===== src/rtl/mul_dispatch_pkg.sv =====
// Shared widths, FSM encoding and FIFO entry layout for the multiply dispatcher.
package mul_dispatch_pkg;

    localparam int DATA_W  = 32;
    localparam int PROD_W  = 64;
    localparam int ENTRY_W = 2 * DATA_W + 1;

    typedef enum logic [1:0] {
        ST_IDLE,
        ST_LAUNCH,
        ST_WAIT,
        ST_HOLD
    } state_t;

    typedef struct packed {
        logic              sign;
        logic [DATA_W-1:0] a;
        logic [DATA_W-1:0] b;
    } req_t;

    function automatic logic [DATA_W-1:0] mag(input logic [DATA_W-1:0] v);
        return v[DATA_W-1] ? (~v + 1'b1) : v;
    endfunction

endpackage


===== src/rtl/mul_req_fifo.sv =====
// Request queue for the multiply dispatcher.
// Power-of-two depth; pointers wrap naturally, count is kept separately.
module mul_req_fifo
    import mul_dispatch_pkg::*;
#(
    parameter int FIFO_DEPTH = 4,
    parameter int WIDTH      = ENTRY_W
) (
    input  logic             clk,
    input  logic             rst,
    input  logic             push,
    input  logic [WIDTH-1:0] wdata,
    input  logic             pop,
    output logic [WIDTH-1:0] rdata,
    output logic [4:0]       count,
    output logic             empty,
    output logic             full
);

    localparam int PTR_W = $clog2(FIFO_DEPTH);

    logic [WIDTH-1:0] mem [FIFO_DEPTH];
    logic [PTR_W-1:0] wr_ptr;
    logic [PTR_W-1:0] rd_ptr;
    logic             do_push;
    logic             do_pop;

    assign full    = (count == 5'(FIFO_DEPTH));
    assign empty   = (count == 5'd0);
    assign do_pop  = pop && !empty;
    assign do_push = push && (!full || do_pop);
    assign rdata   = mem[rd_ptr];

    always_ff @(posedge clk or posedge rst) begin
        if (rst) begin
            wr_ptr <= '0;
            rd_ptr <= '0;
            count  <= '0;
        end else begin
            if (do_push) wr_ptr <= wr_ptr + 1'b1;
            if (do_pop)  rd_ptr <= rd_ptr + 1'b1;
            unique case ({do_push, do_pop})
                2'b10:   count <= count + 5'd1;
                2'b01:   count <= count - 5'd1;
                default: count <= count;
            endcase
        end
    end

    always_ff @(posedge clk) begin
        if (do_push) mem[wr_ptr] <= wdata;
    end

endmodule


===== src/rtl/mul_dispatch.sv =====
// Queues operand pairs and feeds them one at a time to a multi-cycle multiplier.
// Define MUL_DISPATCH_SIGNED_EN to enable sign/magnitude handling of req_signed.
module mul_dispatch
    import mul_dispatch_pkg::*;
#(
    parameter int FIFO_DEPTH = 4
) (
    input  logic              clk,
    input  logic              rst,
    input  logic              req_valid,
    output logic              req_ready,
    input  logic [DATA_W-1:0] req_a,
    input  logic [DATA_W-1:0] req_b,
    input  logic              req_signed,
    output logic [DATA_W-1:0] mul_multiplicand,
    output logic [DATA_W-1:0] mul_multiplier,
    output logic              mul_run,
    input  logic              mul_ready,
    input  logic [PROD_W-1:0] mul_product,
    output logic              res_valid,
    input  logic              res_ready,
    output logic [PROD_W-1:0] res_product,
    output logic              busy,
    output logic [4:0]        fifo_count
);

    state_t            state;
    state_t            state_nx;
    req_t              wr_ent;
    req_t              head;
    logic              pop;
    logic              fifo_empty;
    logic              fifo_full;
    logic              rdy_q;
    logic              neg_q;
    logic              head_neg;
    logic              ready_rise;
    logic [DATA_W-1:0] head_a;
    logic [DATA_W-1:0] head_b;
    logic [PROD_W-1:0] prod_fix;

    mul_req_fifo #(
        .FIFO_DEPTH(FIFO_DEPTH),
        .WIDTH     (ENTRY_W)
    ) u_fifo (
        .clk  (clk),
        .rst  (rst),
        .push (req_valid && req_ready),
        .wdata(wr_ent),
        .pop  (pop),
        .rdata(head),
        .count(fifo_count),
        .empty(fifo_empty),
        .full (fifo_full)
    );

`ifdef MUL_DISPATCH_SIGNED_EN
    assign wr_ent   = '{sign: req_signed, a: req_a, b: req_b};
    assign head_a   = head.sign ? mag(head.a) : head.a;
    assign head_b   = head.sign ? mag(head.b) : head.b;
    assign head_neg = head.sign && (head.a[DATA_W-1] ^ head.b[DATA_W-1]);
    assign prod_fix = neg_q ? (~mul_product + 1'b1) : mul_product;
`else
    logic unused_sign;
    assign unused_sign = req_signed ^ head.sign ^ neg_q;
    assign wr_ent      = '{sign: 1'b0, a: req_a, b: req_b};
    assign head_a      = head.a;
    assign head_b      = head.b;
    assign head_neg    = 1'b0;
    assign prod_fix    = mul_product;
`endif

    assign req_ready  = !fifo_full;
    assign mul_run    = (state == ST_LAUNCH);
    assign busy       = (state != ST_IDLE) || !fifo_empty;
    // A level already high when WAIT is entered must not count as done.
    assign ready_rise = mul_ready && !rdy_q;

    always_comb begin
        state_nx = state;
        pop      = 1'b0;
        unique case (state)
            ST_IDLE: begin
                if (!fifo_empty) begin
                    pop      = 1'b1;
                    state_nx = ST_LAUNCH;
                end
            end
            ST_LAUNCH: state_nx = ST_WAIT;
            ST_WAIT:   if (ready_rise) state_nx = ST_HOLD;
            ST_HOLD:   if (res_ready) state_nx = ST_IDLE;
            default:   state_nx = ST_IDLE;
        endcase
    end

    always_ff @(posedge clk or posedge rst) begin
        if (rst) begin
            state            <= ST_IDLE;
            rdy_q            <= 1'b0;
            neg_q            <= 1'b0;
            mul_multiplicand <= '0;
            mul_multiplier   <= '0;
            res_product      <= '0;
            res_valid        <= 1'b0;
        end else begin
            state <= state_nx;
            rdy_q <= mul_ready;
            if (pop) begin
                mul_multiplicand <= head_a;
                mul_multiplier   <= head_b;
                neg_q            <= head_neg;
            end
            if (state == ST_WAIT && ready_rise) begin
                res_product <= prod_fix;
                res_valid   <= 1'b1;
            end else if (state == ST_HOLD && res_ready) begin
                res_valid <= 1'b0;
            end
        end
    end

endmodule


===== config.mk =====
export PLATFORM = sky130hd
export DESIGN_NAME = mul_dispatch
export DESIGN_NICKNAME = d
export VERILOG_FILES = /design/src/rtl/mul_dispatch_pkg.sv /design/src/rtl/mul_req_fifo.sv /design/src/rtl/mul_dispatch.sv
export SDC_FILE = /design/constraint.sdc
export NUM_CORES = 1
export LEC_CHECK = 0
export ABC_AREA = 1
export CORE_ASPECT_RATIO = 0.7
export CORE_MARGIN = 1.5
export CORE_UTILIZATION = 55
export CTS_CLUSTER_DIAMETER = 60
export CTS_CLUSTER_SIZE = 24
export DETAILED_ROUTE_END_ITERATION = 10
export PLACE_DENSITY_LB_ADDON = 0.1
export REMOVE_ABC_BUFFERS = 1
export SYNTH_ARGS = -nofsm -noshare
export SYNTH_HDL_FRONTEND = slang
export SYNTH_SLANG_ARGS = --single-unit

===== constraint.sdc =====
create_clock -name clk -period 16.05 [get_ports clk]
set_input_delay 4.0125 -clock clk [delete_from_list [all_inputs] [get_ports clk]]
set_output_delay 4.0125 -clock clk [all_outputs]
set_load 0.02 [all_outputs]

==> impl_metrics.json, run 1 <==
{
  "status": "complete, no violations",
  "dp_hpwl_mm": 18.7,
  "fin_nets": 1528,
  "n_antenna_cell": 0,
  "die_y_um": 142,
  "vias_per_cell": 5.33,
  "slew_violations": 0,
  "cts-root-buf": "clkbuf_16",
  "avgRoutedWirePerCell_um": 18.1,
  "timing.fmax_mhz": 159,
  "leakagePower_nw": 6.85,
  "ys_top_cells_by_count": "nor2_1 (334), edfxtp_1 (256), dfrtp_1 (141), o21ai_0 (125)",
  "power.internal_w": 0.00230,
  "synth.distinct_cells": 25,
  "initial_core_util": 0.562,
  "cts_hold_buf": 0,
  "end_kind": "flip-flop",
  "drtIter0Drc": 624,
  "critical_path_class": "in -> reg",
  "core_area_sq_um": 26900,
  "synth-seq-cells": 397,
  "worst-r2r-setup-slack_ns": 13.02,
  "min_period_ns": 6.28,
  "dieArea_sq_um": 28500,
  "synth.largest_area_cell": "edfxtp_1",
  "cap_violations": 0,
  "async_flop_share": 0.355,
  "postRouteAntennaNets": 0,
  "clock_sinks": 397,
  "grtUsageTotal": 0.223,
  "pwr-share-clk": 0.166,
  "muxShareOfSynthArea": 0.0477,
  "cts_resized": 0,
  "ioPinCount": 271,
  "grt_max_degree": 130,
  "synth_top_family_by_area": "simple AND/OR/NAND/NOR gates",
  "synthAdderAreaFrac": 0.00993,
  "combPwrFrac": 0.404,
  "port_buffers": 269,
  "cts_setup_buffers": 0,
  "cts_buffer_depth": 3,
  "worstPathMaxFanout": 33,
  "cp.arrival_ns": 6.46,
  "power_w": 0.00364,
  "fin_skew_ns": 0.0275,
  "ys_warn_count": 0,
  "grt_pass1_vias": 9282,
  "ys.flop_type": "edfxtp_1",
  "holdWs_ns": 0.493,
  "netlist_area_sq_um": 15100,
  "final_hold_viol_count": 0,
  "avgSynthCellArea_sq_um": 13.2,
  "setup_tns_ns": 0,
  "vias": 9384,
  "rsz0062_at_grt": "false",
  "setup_viol": 0,
  "tightest_slew_ns": 1.17,
  "fin_crit_sh": 0.391,
  "synthSimpleGateAreaFrac": 0.0949,
  "die_w_um": 201,
  "cp_slowest_cell": "nor2_4",
  "h-tree-depth": 1,
  "drt-total-wl_mm": 31.9,
  "firstDrtPassIters": 5,
  "yosysSeqAreaShare": 0.742,
  "power_density_nw_per_um2": 195,
  "grt_pass1_wl_mm": 49.8,
  "gp_congestion": 0.793,
  "synthToLayoutAreaGrowth_pct": 23.7,
  "cp_top_family": "simple AND/OR/NAND/NOR gates",
  "path_buf_inv": 2,
  "cp-start-kind": "primary input",
  "critical_path_required_ns": 16.23,
  "synth_area_leaders": "edfxtp_1 (51%), dfrtp_1 (23%), nor2_1 (8.3%)",
  "synth_xor_area_frac": 0.00232,
  "synth-edff-count": 256,
  "synthCells": 1142,
  "drc": 0,
  "synth-compound-area-share": 0.0720,
  "layout-drive-gt1-share": 0.0858,
  "power.switching_w": 0.00135,
  "numCtsBuffers": 22,
  "gr-total-overflow": 0,
  "irDropWorstVdd_uv": 140,
  "cts_tree": "yes",
  "max-slew-margin-rel": 0.219,
  "worst_setup_hold_path_clk_slew_ns": 0.08,
  "crit_path_cell_trace": "clkdlybuf4s50_1, nand2_1, nor2_4, buf_4",
  "yosysMostFrequentCell": "nor2_1",
  "slowest_delay_ns": 0.99,
  "p_sw_frac": 0.369,
  "yosysTopAreaCellShare": 0.508,
  "clk_latency_ns": 0.54,
  "antenna_found_initial": 2,
  "seqPwrFrac": 0.430,
  "num_rows": 50,
  "hold_path_class": "reg -> reg"
}
==> layout make-up <==
type / instances / area [sq um]
clock inverter: 9 / 86.3
sequential: 397 / 11200
multi-input combinational: 656 / 3460
fill: 1926 / 8190
inverter: 26 / 108
clock buffer: 31 / 606
tap: 364 / 455
timing repair buffer: 279 / 2770
==> layout by cell type, fill, tap and decap left out, types with 2 or more instances in the layout <==
| master | n |
|---|---|
| nor2_1 | 330 |
| clkdlybuf4s50_1 | 269 |
| edfxtp_1 | 256 |
| dfrtp_1 | 139 |
| o21ai_0 | 125 |
| a31oi_1 | 64 |
| mux2_2 | 64 |
| nand2_1 | 26 |
| clkbuf_16 | 23 |
| inv_1 | 22 |
| ha_1 | 12 |
| o21ai_1 | 10 |
| nand3_1 | 10 |
| buf_4 | 10 |
| clkbuf_1 | 8 |
| nor2_4 | 4 |
| inv_4 | 3 |
| xor2_1 | 3 |
| nand3_2 | 2 |
| inv_6 | 2 |
| clkinv_2 | 2 |
| clkinv_4 | 2 |
==> routing by layer <==
| layer | wire length, um | global-route usage |
|---|---|---|
| met1 | 13900 | 0.300 |
| met2 | 15800 | 0.386 |
| met3 | 1580 | 0.0347 |
| met4 | 591 | 0.0511 |
| met5 | 25 | 0 |
==> registers in the layout, summed over array words and instances (netlist names) <==
register,cells
u_fifo.count,5
u_fifo.mem,256
rdy_q,1
mul_multiplicand,32
mul_multiplier,32
state,2
res_product,64
u_fifo.rd_ptr,2
res_valid,1
u_fifo.wr_ptr,2
==> metrics by stage <==
step / cells / instance area, sq um / util / setup WS [ns]
after floorplan: 1079 / 14700 / - / 8.26
after global placement: 1722 / 18000 / 0.670 / 9.12
after detailed placement: 1722 / 18000 / 0.670 / 9.17
after CTS: 1762 / 18700 / 0.695 / 9.74
after global routing: 1762 / 18700 / 0.695 / 9.64
final: 1762 / 18700 / 0.695 / 9.77
==> power by group through the flow <==
stage                     clock network [W]  registers [W]  logic [W]
after floorplan                           0        0.00182   0.000615
after global placement                    0        0.00158    0.00146
after detailed placement                  0        0.00159    0.00149
after CTS                          0.000615        0.00157    0.00149
after global routing               0.000652        0.00160    0.00161
final                              0.000605        0.00157    0.00147
==> worst paths after layout <==
| path | startpoint | to | cells after the start |
|---|---|---|---|
| min in group asynchronous | rst | res_product[39]$_DFFE_PP0P_ | 2 |
| min reg2reg | res_valid$_DFFE_PP0P_ | res_valid$_DFFE_PP0P_ | 2 |
| max | req_valid | u_fifo.mem[1][54]$_DFFE_PP_ | 4 |
| max in group asynchronous | rst | res_product[26]$_DFFE_PP0P_ | 3 |
| max reg2reg | u_fifo.count[0]$_DFFE_PP0P_ | u_fifo.mem[1][54]$_DFFE_PP_ | 5 |
| min | res_valid$_DFFE_PP0P_ | res_valid$_DFFE_PP0P_ | 2 |
==> cell families (layout without fill, tap and decap cells) <==
family          Yosys count  in the layout
mux                      64             64
compound gates          201            201
flops                   397            397
xor+xnor                  4              4
simple gates            375            375
buf+inv                  89            345
fa+ha+maj                12             12
==> tightest hold or removal path, stage by stage, from the launching register on <==
cell,delay [ns]
dfrtp_1,0.35
nand2_1,0.06
nand2_1,0.05
Note: power is estimated with default switching activity, not from simulation.
==> run 2: changes to the inputs <==
CORE_UTILIZATION = 47   (was 55)
clock period = 5.3 ns   (was 16.05 ns; I/O delays follow)
==> impl_metrics.json, run 2 (synthesis results as in run 1) <==
{
  "status": "complete, no violations",
  "cp_slowest_cell": "clkdlybuf4s50_1",
  "dieArea_sq_um": 33300,
  "drc": 0,
  "slowest_delay_ns": 0.61,
  "postRouteAntennaNets": 0,
  "clk_latency_ns": 0.55,
  "cts_setup_buffers": 0,
  "timing.fmax_mhz": 301,
  "fin_skew_ns": 0.0204,
  "setup_tns_ns": 0,
  "numCtsBuffers": 25,
  "max-slew-margin-rel": 0.374,
  "grt_pass1_wl_mm": 51.7,
  "fin_nets": 1537,
  "firstDrtPassIters": 4,
  "dp_hpwl_mm": 19.5,
  "synthToLayoutAreaGrowth_pct": 25.6,
  "regMostFlops": "u_fifo.mem",
  "stdcell_area_sq_um": 19000,
  "worstPathMaxFanout": 4,
  "power.switching_w": 0.00417,
  "port_buffers": 269,
  "biggestRegsByFlops": "u_fifo.mem (256), res_product (64)",
  "vias": 9259,
  "h-tree-depth": 1,
  "largest_reg_flops": 256,
  "min_period_ns": 3.33,
  "num_rows": 54,
  "cts-root-buf": "clkbuf_16",
  "rsz0062_at_grt": "false",
  "drtIter0Drc": 588,
  "worst_setup_hold_path_clk_slew_ns": 0.08,
  "grt_max_degree": 84,
  "leakagePower_nw": 6.95,
  "p_sw_frac": 0.369,
  "combPwrFrac": 0.397,
  "power_density_nw_per_um2": 595,
  "cts_buffer_depth": 3,
  "cp-start-kind": "flip-flop",
  "layout_commonest_cell": "nor2_1",
  "path_buf_inv": 2,
  "power.internal_w": 0.00713,
  "fin_util": 0.605,
  "crit_path_cell_trace": "inv_1, ha_1, nand4_1, clkdlybuf4s50_1",
  "irDropWorstVdd_uv": 310,
  "gr-total-overflow": 0,
  "layout-drive-gt1-share": 0.0944,
  "cp.arrival_ns": 2.00,
  "cap_violations": 0,
  "endpoint": "busy",
  "vias_per_cell": 5.06,
  "critical_path_required_ns": 3.97,
  "r2r-end": "u_fifo.count[4]$_DFFE_PP0P_",
  "core_area_sq_um": 31400,
  "hold_path_class": "reg -> reg",
  "antenna_found_initial": 2,
  "worst-r2r-setup-slack_ns": 2.54,
  "seqPwrFrac": 0.419,
  "cp_top_family": "buffers and inverters",
  "cts_resized": 0,
  "initial_core_util": 0.481,
  "drt-total-wl_mm": 33.1,
  "avgRoutedWirePerCell_um": 18.1,
  "gp_congestion": 0.789,
  "fin_crit_sh": 0.627,
  "cts_tree": "yes",
  "ioPinCount": 271,
  "cts_hold_buf": 0,
  "grtUsageTotal": 0.199,
  "critical_path_class": "reg -> out",
  "dpl_cell_area_sq_um": 18200,
  "end_kind": "output port",
  "tightest_slew_ns": 0.939,
  "grt_pass1_vias": 8923,
  "clock_sinks": 397,
  "worstReg2RegStart": "state[0]$_DFFE_PP0P_",
  "setup_viol": 0,
  "worstSetupStartpoint": "state[0]$_DFFE_PP0P_",
  "die_w_um": 217,
  "die_y_um": 153,
  "pwr-share-clk": 0.183,
  "cp.depth": 4,
  "reg2reg_depth": 15,
  "final_hold_viol_count": 0,
  "slew_violations": 0,
  "final_cell_mix": "nor2_1 (330), clkdlybuf4s50_1 (269), edfxtp_1 (256), dfrtp_1 (139), o21ai_0 (125)"
}
==> run 2: cell count changes in the layout (fill, tap and decap cells not counted), sizes merged <==
cell,delta
clkinvlp,+3
buf,+6
inv,+2
diode,+2
clkinv,-2
bufinv,+1
clkbuf,+1
==> run 2: per-layer routing <==
metal	global-route usage	share of wire	up-vias
li1	-	-	4508
met1	0.282	0.45	4521
met2	0.326	0.48	194
met3	0.0332	0.047	36
met4	0.0407	0.019	0
met5	0	0	-
==> run 2: worst min-delay path by stage <==
| stage | startpoint | to | slack, ns | cells after the start |
|---|---|---|---|---|
| final | res_valid$_DFFE_PP0P_ | res_valid$_DFFE_PP0P_ | 0.51 | 2 |
| after global routing | res_product[1]$_DFFE_PP0P_ | res_product[1]$_DFFE_PP0P_ | 0.53 | 1 |
| after CTS | res_product[21]$_DFFE_PP0P_ | res_product[21]$_DFFE_PP0P_ | 0.51 | 1 |
| after detailed placement | res_valid$_DFFE_PP0P_ | res_valid$_DFFE_PP0P_ | 0.47 | 2 |
| after global placement | res_valid$_DFFE_PP0P_ | res_valid$_DFFE_PP0P_ | 0.47 | 2 |
| after floorplan | state[1]$_DFFE_PP0P_ | state[1]$_DFFE_PP0P_ | 0.50 | 2 |
==> run 2: layout make-up <==
| class | count | area [sq um] |
|---|---|---|
| inverter | 26 | 108 |
| fill | 2511 | 12400 |
| multi-input combinational | 656 | 3460 |
| sequential | 397 | 11200 |
| clock buffer | 32 | 662 |
| antenna | 2 | 5.00 |
| tap | 420 | 526 |
| timing repair buffer | 285 | 2840 |
| clock inverter | 13 | 175 |
==> run 2: worst min-delay path: cells and delay by family (launching register included) <==
family / cells / cell delay (ns)
DFF: 1 / 0.36
and+or+nand+nor: 2 / 0.12
==> run 2: power by group through the flow <==
stage | Clock [W] | Combinational, W | Sequential (W)
after floorplan | 0 | 0.00186 | 0.00550
after global placement | 0 | 0.00449 | 0.00479
after detailed placement | 0 | 0.00456 | 0.00481
after CTS | 0.00213 | 0.00457 | 0.00474
after global routing | 0.00224 | 0.00493 | 0.00485
final | 0.00207 | 0.00449 | 0.00474
==> run 2: stage by stage <==
step                hold slack, ns  std cells  power (W)  setup slack (ns)
finish                       0.506       1831     0.0113              1.97
global route                 0.525       1829     0.0120              1.87
CTS                          0.511       1829     0.0114              1.93
detailed placement           0.465       1784    0.00936              1.55
global placement             0.466       1784    0.00928              1.56
floorplan                    0.503       1079    0.00736             0.194
==> run 3: changes to the inputs <==
CORE_UTILIZATION = 52   (was 47)
clock period = 3.2 ns   (was 5.3 ns; I/O delays follow)
==> impl_metrics.json, run 3 (synthesis results as in run 1) <==
{
  "reg2reg_depth": 15,
  "worstReg2RegStart": "state[0]$_DFFE_PP0P_",
  "cts_tree": "yes",
  "regMostFlops": "u_fifo.mem",
  "postRouteAntennaNets": 0,
  "cp-start-kind": "flip-flop",
  "final_hold_viol_count": 0,
  "cap_violations": 0,
  "grtUsageTotal": 0.222,
  "setup_viol": 0,
  "critical_path_required_ns": 2.40,
  "hold_start": "res_valid$_DFFE_PP0P_",
  "slew_violations": 0,
  "rsz0062_at_grt": "false",
  "cts_resized": 0,
  "gp_congestion": 0.786,
  "synthToLayoutAreaGrowth_pct": 25.9,
  "irDropWorstVdd_uv": 552,
  "worstPathMaxFanout": 4,
  "drt-total-wl_mm": 32.7,
  "cp.arrival_ns": 1.99,
  "max-slew-margin-rel": 0.407,
  "tightest_slew_ns": 0.889,
  "slowest_delay_ns": 0.61,
  "core_area_sq_um": 28800,
  "grt_pass1_vias": 9138,
  "min_period_ns": 2.79,
  "avgRoutedWirePerCell_um": 18.2,
  "biggestRegsByFlops": "u_fifo.mem (256), res_product (64)",
  "cts_hold_buf": 0,
  "port_buffers": 269,
  "h-tree-depth": 1,
  "gr-total-overflow": 0,
  "num_rows": 52,
  "holdPathStages": 2,
  "vias_per_cell": 5.19,
  "cts_buffer_depth": 3,
  "clock_sinks": 397,
  "dieArea_sq_um": 30100,
  "final_cell_mix": "nor2_1 (330), clkdlybuf4s50_1 (269), edfxtp_1 (256), dfrtp_1 (139), o21ai_0 (125)",
  "initial_core_util": 0.526,
  "layout-drive-gt1-share": 0.0963,
  "r2r-end": "u_fifo.count[4]$_DFFE_PP0P_",
  "worst-r2r-setup-slack_ns": 0.71,
  "numCtsBuffers": 24,
  "drtIter0Drc": 632,
  "dp_hpwl_mm": 19.4,
  "cts_setup_buffers": 0,
  "die_w_um": 207,
  "critical_path_class": "reg -> out",
  "timing.fmax_mhz": 358,
  "grt_pass1_wl_mm": 51.8,
  "power_density_nw_per_um2": 984,
  "holdWs_ns": 0.497,
  "vias": 9302,
  "drc": 0,
  "worst_setup_hold_path_clk_slew_ns": 0.08,
  "end_kind": "output port",
  "cp_slowest_cell": "clkdlybuf4s50_1",
  "fin_skew_ns": 0.0218,
  "grt_max_degree": 100,
  "fin_nets": 1540,
  "holdPathEnd": "res_valid$_DFFE_PP0P_",
  "fin_crit_sh": 0.872,
  "cts-root-buf": "clkbuf_16",
  "hold_path_class": "reg -> reg",
  "die_y_um": 146,
  "crit_path_cell_trace": "inv_1, ha_1, nand4_1, clkdlybuf4s50_1",
  "firstDrtPassIters": 5,
  "status": "complete, no violations",
  "clk_latency_ns": 0.57,
  "leakagePower_nw": 6.99,
  "dp_cells": 1746,
  "ioPinCount": 271,
  "layout_commonest_cell": "nor2_1",
  "antenna_found_initial": 4,
  "largest_reg_flops": 256,
  "pre_cts_ws_ns": 0.517,
  "layout.cells.non_filler": 1793,
  "setup_ws_ns": 0.409
}
==> run 3: metrics by stage <==
step | TNS (ns) | cell area, sq um | utilization | total power [W]
after global placement | 0 | 18200 | 0.634 | 0.0154
after global routing | 0 | 19000 | 0.662 | 0.0199
after CTS | 0 | 19000 | 0.662 | 0.0189
final | 0 | 19000 | 0.662 | 0.0187
after floorplan | -533.25 | 14700 | - | 0.0122
after detailed placement | 0 | 18200 | 0.634 | 0.0156
==> run 3: worst max path at each step <==
| stage | end | cells after the start | startpoint | slack, ns |
|---|---|---|---|---|
| 2_1_floorplan | mul_multiplicand[0]$_DFFE_PP0P_ | 1 | rst | -1.38 |
| 3_3_place_gp | u_fifo.count[4]$_DFFE_PP0P_ | 14 | req_valid | 0.53 |
| 3_5_place_dp | u_fifo.count[4]$_DFFE_PP0P_ | 14 | req_valid | 0.52 |
| 4_1_cts | busy | 4 | state[0]$_DFFE_PP0P_ | 0.36 |
| 5_1_grt | busy | 4 | state[0]$_DFFE_PP0P_ | 0.30 |
| 6_report | busy | 4 | state[0]$_DFFE_PP0P_ | 0.41 |
==> run 3: power by group <==
group	leakage [nW]	internal, W	switching (W)
clock network	0.386	0.00156	0.00179
registers	3.98	0.00711	0.000714
logic	2.63	0.00315	0.00442
==> run 3: per-layer routing <==
metal / track usage / wire length (um)
met1: 0.317 / 14600
met2: 0.356 / 15700
met3: 0.0434 / 1670
met4: 0.0489 / 653
met5: 0 / 11
==> run 3: layout make-up <==
class / instances / area [sq um]
antenna: 3 / 7.51
clock buffer: 30 / 623
clock inverter: 14 / 174
fill: 2145 / 9720
inverter: 26 / 106
multi-input combinational: 656 / 3460
sequential: 397 / 11200
tap: 378 / 473
timing repair buffer: 289 / 2970
==> run 3: critical path, delay by kind of cell (launching register included) <==
| family | cells | cell delay [ns] |
|---|---|---|
| flops | 1 | 0.40 |
| buf+inv | 2 | 0.70 |
| fa+ha+maj | 1 | 0.22 |
| simple gates | 1 | 0.11 |
